File: src/rtl/regfile_wb_arbiter_pkg.sv
// Shared constants for the register-file writeback path: register index and
// data widths, the hard-wired zero register and the writeback requester slots.
package regfile_wb_arbiter_pkg;

  localparam int REG_ADDR_W = 5;
  localparam int REG_DATA_W = 32;

  // Writes to this register index are architecturally discarded.
  localparam int unsigned REG_ZERO = 0;

  // Writeback requester slots, lowest index first in the round-robin order.
  localparam int WB_ALU    = 0;
  localparam int WB_LOAD   = 1;
  localparam int WB_MULDIV = 2;

  // Round-robin successor of idx among n requesters, wrapping n-1 -> 0.
  function automatic int rr_next(input int idx, input int n);
    return (idx >= n - 1) ? 0 : idx + 1;
  endfunction

endpackage

File: src/rtl/regfile_wb_arbiter_if.sv
// Writeback bus between the requesters (master side) and the register-file
// write port arbiter (slave side). Request fields are packed per requester.
interface regfile_wb_arbiter_if #(
  parameter int N_REQ  = 3,
  parameter int DATA_W = 32,
  parameter int ADDR_W = 5
);

  localparam int IDX_W = (N_REQ > 1) ? $clog2(N_REQ) : 1;

  logic [N_REQ-1:0]        req_valid;
  logic [N_REQ*ADDR_W-1:0] req_addr;
  logic [N_REQ*DATA_W-1:0] req_data;
  logic [N_REQ-1:0]        req_ready;
  logic                    hold;
  logic                    wr_en;
  logic [ADDR_W-1:0]       wr_addr;
  logic [DATA_W-1:0]       wr_data;
  logic [IDX_W-1:0]        last_grant;

  // Requesters and the write-port owner drive requests and hold.
  modport master (
    output req_valid, req_addr, req_data, hold,
    input  req_ready, wr_en, wr_addr, wr_data, last_grant
  );

  // The arbiter grants and drives the register-file write port.
  modport slave (
    input  req_valid, req_addr, req_data, hold,
    output req_ready, wr_en, wr_addr, wr_data, last_grant
  );

endinterface

File: src/rtl/regfile_wb_arbiter_rr_arbiter.sv
// Purely combinational round-robin picker: scans req starting at the pointer,
// wrapping modulo N_REQ, and returns a one-hot grant plus its encoded index.
// Reusable wherever a single port is shared among N requesters.
module regfile_wb_arbiter_rr_arbiter #(
  parameter int N_REQ = 3,
  parameter int IDX_W = (N_REQ > 1) ? $clog2(N_REQ) : 1
) (
  input  logic [N_REQ-1:0] i_req,
  input  logic             i_en,
  input  logic [IDX_W-1:0] i_ptr,
  output logic [N_REQ-1:0] o_grant,
  output logic [IDX_W-1:0] o_idx,
  output logic             o_valid
);

  // First requester at or after the pointer wins; nothing wins when disabled.
  always_comb begin
    int j;
    // NOTE: every output gets a default before the loop so no path through
    // the block leaves it unassigned, which would otherwise infer a latch.
    o_grant = '0;
    o_idx   = '0;
    o_valid = 1'b0;
    j       = 0;
    for (int k = 0; k < N_REQ; k++) begin
      j = int'(i_ptr) + k;
      if (j >= N_REQ) j = j - N_REQ;
      if (i_en && !o_valid && i_req[j]) begin
        o_grant[j] = 1'b1;
        o_idx      = IDX_W'(j);
        o_valid    = 1'b1;
      end
    end
  end

endmodule

File: src/rtl/regfile_wb_arbiter.sv
// Register-file write port arbiter: grants one writeback source per cycle in
// round-robin order and registers the winning write strobe, index and data.
// Writes to the zero register are accepted but never strobed into the file.
// N_REQ is meant to stay within 2..8.
module regfile_wb_arbiter
  import regfile_wb_arbiter_pkg::*;
#(
  parameter int N_REQ  = 3,
  parameter int DATA_W = REG_DATA_W,
  parameter int ADDR_W = REG_ADDR_W
) (
  input  logic                clk,
  input  logic                rst,
  regfile_wb_arbiter_if.slave bus
);

  localparam int IDX_W = (N_REQ > 1) ? $clog2(N_REQ) : 1;

  logic [IDX_W-1:0]  r_ptr;
  logic              r_wr_en;
  logic [ADDR_W-1:0] r_wr_addr;
  logic [DATA_W-1:0] r_wr_data;
  logic [IDX_W-1:0]  r_last_grant;

  logic [N_REQ-1:0]  w_grant;
  logic [IDX_W-1:0]  w_idx;
  logic              w_xfer;
  logic              w_arb_en;
  logic [ADDR_W-1:0] w_sel_addr;
  logic [DATA_W-1:0] w_sel_data;
  logic [IDX_W-1:0]  w_next_ptr;

  assign w_arb_en = ~bus.hold;

  regfile_wb_arbiter_rr_arbiter #(
    .N_REQ (N_REQ),
    .IDX_W (IDX_W)
  ) u_rr (
    .i_req   (bus.req_valid),
    .i_en    (w_arb_en),
    .i_ptr   (r_ptr),
    .o_grant (w_grant),
    .o_idx   (w_idx),
    .o_valid (w_xfer)
  );

  // A grant is only issued to a valid requester, so any grant is a transfer.
  assign bus.req_ready = w_grant;
  assign w_sel_addr    = bus.req_addr[int'(w_idx)*ADDR_W +: ADDR_W];
  assign w_sel_data    = bus.req_data[int'(w_idx)*DATA_W +: DATA_W];
  assign w_next_ptr    = IDX_W'(rr_next(int'(w_idx), N_REQ));

  // Output register and pointer: capture the winner, drop the strobe for $0.
  always_ff @(posedge clk) begin
    // NOTE: sequential state uses non-blocking assignments so every register
    // samples pre-edge values regardless of statement order.
    if (!rst) begin
      r_wr_en      <= 1'b0;
      r_wr_addr    <= '0;
      r_wr_data    <= '0;
      r_last_grant <= '0;
      r_ptr        <= '0;
    end else begin
      r_wr_en <= w_xfer && (w_sel_addr != ADDR_W'(REG_ZERO));
      if (w_xfer) begin
        r_wr_addr    <= w_sel_addr;
        r_wr_data    <= w_sel_data;
        r_last_grant <= w_idx;
        r_ptr        <= w_next_ptr;
      end
    end
  end

  assign bus.wr_en      = r_wr_en;
  assign bus.wr_addr    = r_wr_addr;
  assign bus.wr_data    = r_wr_data;
  assign bus.last_grant = r_last_grant;

endmodule

File: src/flat_wrapper.sv
// flat-port wrapper written by rule: the top's interface ports become plain ports
module regfile_wb_arbiter_flat import regfile_wb_arbiter_pkg::*;
#(
  parameter int N_REQ  = 3,
  parameter int DATA_W = REG_DATA_W,
  parameter int ADDR_W = REG_ADDR_W
)
  (clk, rst, bus_req_valid, bus_req_addr, bus_req_data, bus_hold, bus_req_ready, bus_wr_en, bus_wr_addr, bus_wr_data, bus_last_grant);
  regfile_wb_arbiter_if #(.N_REQ(N_REQ), .DATA_W(DATA_W), .ADDR_W(ADDR_W)) bus_i ();
  input  logic clk;
  input  logic rst;
  input wire logic [$bits(bus_i.req_valid)-1:0] bus_req_valid;
  input wire logic [$bits(bus_i.req_addr)-1:0] bus_req_addr;
  input wire logic [$bits(bus_i.req_data)-1:0] bus_req_data;
  input wire logic [$bits(bus_i.hold)-1:0] bus_hold;
  output wire logic [$bits(bus_i.req_ready)-1:0] bus_req_ready;
  output wire logic [$bits(bus_i.wr_en)-1:0] bus_wr_en;
  output wire logic [$bits(bus_i.wr_addr)-1:0] bus_wr_addr;
  output wire logic [$bits(bus_i.wr_data)-1:0] bus_wr_data;
  output wire logic [$bits(bus_i.last_grant)-1:0] bus_last_grant;
  assign bus_i.req_valid = bus_req_valid;
  assign bus_i.req_addr = bus_req_addr;
  assign bus_i.req_data = bus_req_data;
  assign bus_i.hold = bus_hold;
  assign bus_req_ready = bus_i.req_ready;
  assign bus_wr_en = bus_i.wr_en;
  assign bus_wr_addr = bus_i.wr_addr;
  assign bus_wr_data = bus_i.wr_data;
  assign bus_last_grant = bus_i.last_grant;
  regfile_wb_arbiter #(.N_REQ(N_REQ), .DATA_W(DATA_W), .ADDR_W(ADDR_W)) u_core (.clk(clk), .rst(rst), .bus(bus_i));
endmodule
File: config.mk
export PLATFORM = sky130hd
export DESIGN_NAME = regfile_wb_arbiter_flat
export DESIGN_NICKNAME = d
export VERILOG_FILES = /design/src/rtl/regfile_wb_arbiter_pkg.sv /design/src/rtl/regfile_wb_arbiter_if.sv /design/src/rtl/regfile_wb_arbiter_rr_arbiter.sv /design/src/rtl/regfile_wb_arbiter.sv /design/src/flat_wrapper.sv
export SDC_FILE = /design/constraint.sdc
export NUM_CORES = 1
export LEC_CHECK = 0
export CAP_MARGIN = 20
export CORE_UTILIZATION = 37
export DETAILED_ROUTE_END_ITERATION = 8
export GPL_TIMING_DRIVEN = 0
export PLACE_DENSITY = 0.81
export RECOVER_POWER = 50
export SYNTH_ARGS = -nofsm -noshare
export SYNTH_HDL_FRONTEND = slang
export SYNTH_SLANG_ARGS = --single-unit
File: constraint.sdc
create_clock -name clk -period 2.91 [get_ports clk]
set_input_delay 0.4365 -clock clk [delete_from_list [all_inputs] [get_ports clk]]
set_output_delay 0.4365 -clock clk [all_outputs]
set_load 0.01 [all_outputs]
# After elaboration in Yosys (flattened, before gate mapping)
# Cells that the tools add are included.
# totals
regBits,42
output_inout_bits,43
elab_cells,67
# classes
n_addsub,6
n_mul,1
magnitude_cmp,10
n_shift,2
n_mux,28
n_bitwise,3
n_reduce_logical,12
# op_table
op,count
$ge 32x1->1 const B,3
$lt 32x4->1 const B,3
$mux 32,3
$shiftx 96x8->32,1
$shiftx 15x32->5,1
$mux 1,12
$logic_and 1x1->1,9
$mux 3,3
$mux 2,4
$sub 3x2->4 const B,2
$bmux 1 s2,3
$demux 1 s2,3
$ge 3x2->1 const B,2
$or 3x3->3,2
$mul 2x3->5 const B,1
$reduce_bool 5->1,1
$ge 2x2->1 const B,2
$add 2x1->3 const B,1
$add 2x2->3 const B,1
$sub 2x2->3 const B,1
$add 2x1->2 const B,1
$logic_not 1->1,2
$not 1->1,1

# Depth between registers and ports, before layout
# depth
ltp_word,19
ltp_mapped,13
ltp_nobuf,9

# Modules after synthesis
# Synthesis repeated with hierarchy kept, for this count alone.
# unflattened
hier_cells,304
area_unflattened_um2,2523.7
# modules_own_cells
mod,instances,cells_per_inst,area_each_um2
regfile_wb_arbiter,1,264,2192.1
regfile_wb_arbiter_rr_arbiter,1,40,331.6

# Worst setup path after synthesis
# Ideal clock, no wire load.
# synth_path
path_kind,register to register
from,register u_core.r_ptr[0]
to,"register u_core.r_wr_en, in the netlist u_core.bus.wr_en"
setup_time_ps,136
t_arrival_ps,2267
required_ps,2774
slack_ps,507
stages_incl_launch_ff,12
path_buffers,2
cell_sequence,dfxtp_1 -> inv_1 -> ha_1 -> mux2i_1 -> or3_4 -> o211ai_2 -> and2_1 -> buf_4 -> buf_8 -> o221ai_2 -> a2111oi_4 -> a41oi_1
# synth_between
elab_chain_len,19
elab_cells_between_ends,37
cone_classes,add/sub (5); mul (1); order compare (3); shift (1); mux (18); reduce/logical (9)
# synth_rtl
element,line,rtl
from (decl),regfile_wb_arbiter.sv:19,logic [IDX_W-1:0] r_ptr;
from (signal assigned),regfile_wb_arbiter.sv:69,r_ptr <= w_next_ptr;
branches (longest 18 deep; another with $sub 3x2->4),-,
$logic_and 1x1->1 *,regfile_wb_arbiter.sv:64,r_wr_en <= w_xfer && (w_sel_addr != ADDR_W'(REG_ZERO));
to (signal assigned),regfile_wb_arbiter.sv:64,
to (decl),regfile_wb_arbiter.sv:20,logic r_wr_en;
# Every way passes the cells marked *. The select of a mux whose other input is x is not followed.
# A chain may end at the register's enable or synchronous reset.

# Worst setup path in the final report
# layout_path
from,register u_core.r_ptr[0]
to,output bus_req_ready[0]
# layout_between
elab_chain_len,15
elab_cells_between_ends,49
cone_classes,add/sub (5); order compare (9); mux (23); bitwise (2); reduce/logical (10)
# layout_rtl
element,line,rtl
branches (longest 14 deep; another with $ge 32x1->1),-,
$mux 3 *,regfile_wb_arbiter_rr_arbiter.sv:28,if (i_en && !o_valid && i_req[j]) begin
to (decl),flat_wrapper.sv:16,output wire logic [$bits(bus_i.req_ready)-1:0] bus_req_ready;
# Marked as above.

==> results.py <==
metrics = {
    "status": {
        "status": "finished, final reports clean",
    },
    "detailed_routing": {
        "vias_per_cell": 5.297,
        "initialDrtViolationCount": 116,
        "ant_nets": 0,
        "dr.pass1.iters": 5,
        "routed_wirelength_um": 8425,
        "wl_per_cell_um": 15.35,
        "vias": 2908,
        "drc": 0,
    },
    "sta": {
        "period_minus_slack_ps": 2701,
        "hold_viol": 0,
        "setup_slack_ps": 209.5,
        "skew_ps": 10.65,
        "max_freq_mhz": 370.3,
        "fin_crit_sh_pct": 92.80,
        "rsz0062_at_grt": "false",
        "hold_ws_ps": 453.2,
        "slew_headroom_pct": 63.85,
        "final_max_slew_viol_count": 0,
        "worstMarginPinSlew_ps": 542.3,
        "final-setup-viol-count": 0,
    },
    "finish": {
        "n_fill_cell": 591,
        "n_antenna_cell": 0,
        "drive_gt1_share_pct": 8.742,
        "stdcell_count": 549,
        "utilization_pct": 66.07,
        "final_common_cell": "clkdlybuf4s50_1",
        "area_growth_pct": 73.20,
        "layout_common_cells": "clkdlybuf4s50_1 (116), dfxtp_1 (41), dlygate4sd3_1 (40)",
        "finalNetCount": 590,
    },
    "floorplanning": {
        "core_sq_mm": 0.006756,
        "die_x_um": 85.47,
        "boundaryPins": 160,
        "initial_core_util_pct": 38.15,
        "die_h_um": 85.47,
        "dieArea_sq_mm": 0.007304,
        "rows": 30,
    },
    "synthesis": {
        "async_flop_share_pct": 0,
        "syn_inst": 302,
        "synth_top_cell_by_area": "dfxtp_1",
        "synth.cell_area_sq_mm": 0.002577,
        "synth.distinct_cells": 44,
        "synth_edf_count": 0,
        "synth_fp_nets": 423,
        "yosysWarningCount": 0,
        "yosysTopAreaCellShare_pct": 32.62,
        "syn_avg_cell_area_sq_um": 8.535,
        "ys_seq_elements": 42,
        "synthFlopType": "dfxtp_1",
        "synth.area.top_cells": "dfxtp_1 (33%), mux2i_1 (11%), a22oi_1 (7.6%)",
        "ys_seq_area_share_pct": 32.62,
    },
    "cts": {
        "cts.sinks": 42,
        "cts_tree": "yes",
        "ctsRootBufferMaster": "clkbuf_8",
        "cts-buffers-inserted": 5,
        "clock_latency_ps": 290,
        "cts_max_level": 2,
        "path_clk_slew_ps": 90,
        "hold_buffers": 0,
        "cts_max_path_buffers": 2,
    },
    "worst_hold_path": {
        "hp-class": "register to register",
    },
    "pwr": {
        "peakVddDrop_v": 0.0002411,
        "power.total_mw": 2.238,
        "power_density_mw_per_mm2": 501.2,
        "power.leakage_nw": 1.804,
    },
    "worst_setup_path": {
        "worstSetupEndpointType": "output pin",
        "required_ps": 2470,
        "crit_path_start_kind": "register",
        "path_class": "register to output pin",
        "crit_fanout": 7,
        "cp.arrival_ps": 2260,
    },
    "grt": {
        "grt_max_degree": 13,
        "grt.total_usage_pct": 22.73,
        "grt.overflow.total": 0,
        "grt_pass1_wl_um": 13050,
        "grt_antenna_before_repair": 0,
        "grt_pass1_vias": 2749,
    },
    "placed_design": {
        "dp_hpwl_um": 6451,
        "dp_cells": 541,
        "port-buffer-count": 159,
        "gp_congestion": 0.9540,
        "place_ws_ps": -167.0,
    },
    "run": {
        "cap_violations": 0,
    },
}
==> metal layers <==
layer | global-route usage (%) | part of all wire [%]
met1 | 26.06 | 41
met2 | 42.04 | 50
met3 | 5.058 | 7.4
met4 | 6.515 | 1.7
met5 | 0 | 0
==> worst paths after layout <==
check,startpoint,to,slack (ps),depth (start not counted)
setup / recovery,u_core.r_ptr[0]$_SDFFE_PN0P_,bus_req_ready[0],210,9
hold / removal,u_core.bus.wr_addr[3]$_SDFFE_PN0P_,u_core.bus.wr_addr[3]$_SDFFE_PN0P_,450,2
setup reg to reg,u_core.r_ptr[0]$_SDFFE_PN0P_,u_core.bus.wr_data[0]$_SDFFE_PN0P_,220,10
hold reg to reg,u_core.bus.wr_addr[3]$_SDFFE_PN0P_,u_core.bus.wr_addr[3]$_SDFFE_PN0P_,450,2
==> cell type report <==
cell class / count / area [sq um] / area share, %
Sequential cell: 42 / 842.1 / 18.86
Multi-Input combinational cell: 230 / 1634 / 36.60
Inverter: 6 / 22.52 / 0.5045
Clock buffer: 6 / 82.58 / 1.850
Timing Repair Buffer: 161 / 1610 / 36.07
Buffer: 23 / 142.6 / 3.195
Clock inverter: 1 / 30.03 / 0.6726
Tap cell: 80 / 100.1 / 2.242
==> synth_stat cells (all sizes together), types with 2 or more instances <==
| cell type | instances |
|---|---|
| a2111oi | 2 |
| a211o | 3 |
| a21boi | 11 |
| a21o | 3 |
| a21oi | 6 |
| a22oi | 26 |
| a311o | 7 |
| and2 | 29 |
| and3 | 2 |
| buf | 15 |
| clkbuf | 9 |
| dfxtp | 42 |
| ha | 4 |
| inv | 6 |
| mux2i | 29 |
| nand2 | 39 |
| nand2b | 5 |
| nand3 | 4 |
| nor2 | 11 |
| nor2b | 4 |
| nor3 | 2 |
| o211ai | 2 |
| o21ai | 28 |
==> what timing repair did <==
action                                  CTS  global route
buffers inserted                          0             2
endpoints found under the setup margin    3            13
gates resized for setup                  12             9
pin swaps                                 1             3
cloned                                    0             0
==> where the power goes <==
group / internal [mW] / switching, mW
Combinational: 0.563 / 0.485
Sequential: 0.668 / 0.0477
Clock: 0.275 / 0.199
==> metrics by stage <==
step,area [sq um],TNS (ps)
after floorplan,2577,0
after global placement,4269,-245.5
after detailed placement,4269,-307.8
after CTS,4419,0
after global routing,4464,0
final,4464,0
==> registers in the layout, summed over array words and instances (netlist names) <==
name / cells
u_core.bus.wr_addr: 5
u_core.bus.wr_data: 32
u_core.bus.last_grant: 2
u_core.bus.wr_en: 1
u_core.r_ptr: 2
==> worst max-delay path: stages (launching register included) <==
cell and delay, ps:
dfxtp_2 360, inv_1 90, ha_4 320, mux2i_2 240, or3_4 170, nand2_2 100, a211oi_2 280, nand2_1 70
o21ai_0 70, dlygate4sd2_1 280
==> cells by family after synthesis <==
family	after synthesis	share of synthesized area, %
and+or+nand+nor	100	19.71
AOI/OAI and AO/OA	97	27.86
DFF	42	32.62
buffers and inverters	30	6.601
muxes	29	11.26
adders and majority gates	4	1.942
No activity file was read; power rests on OpenSTA's default activity.
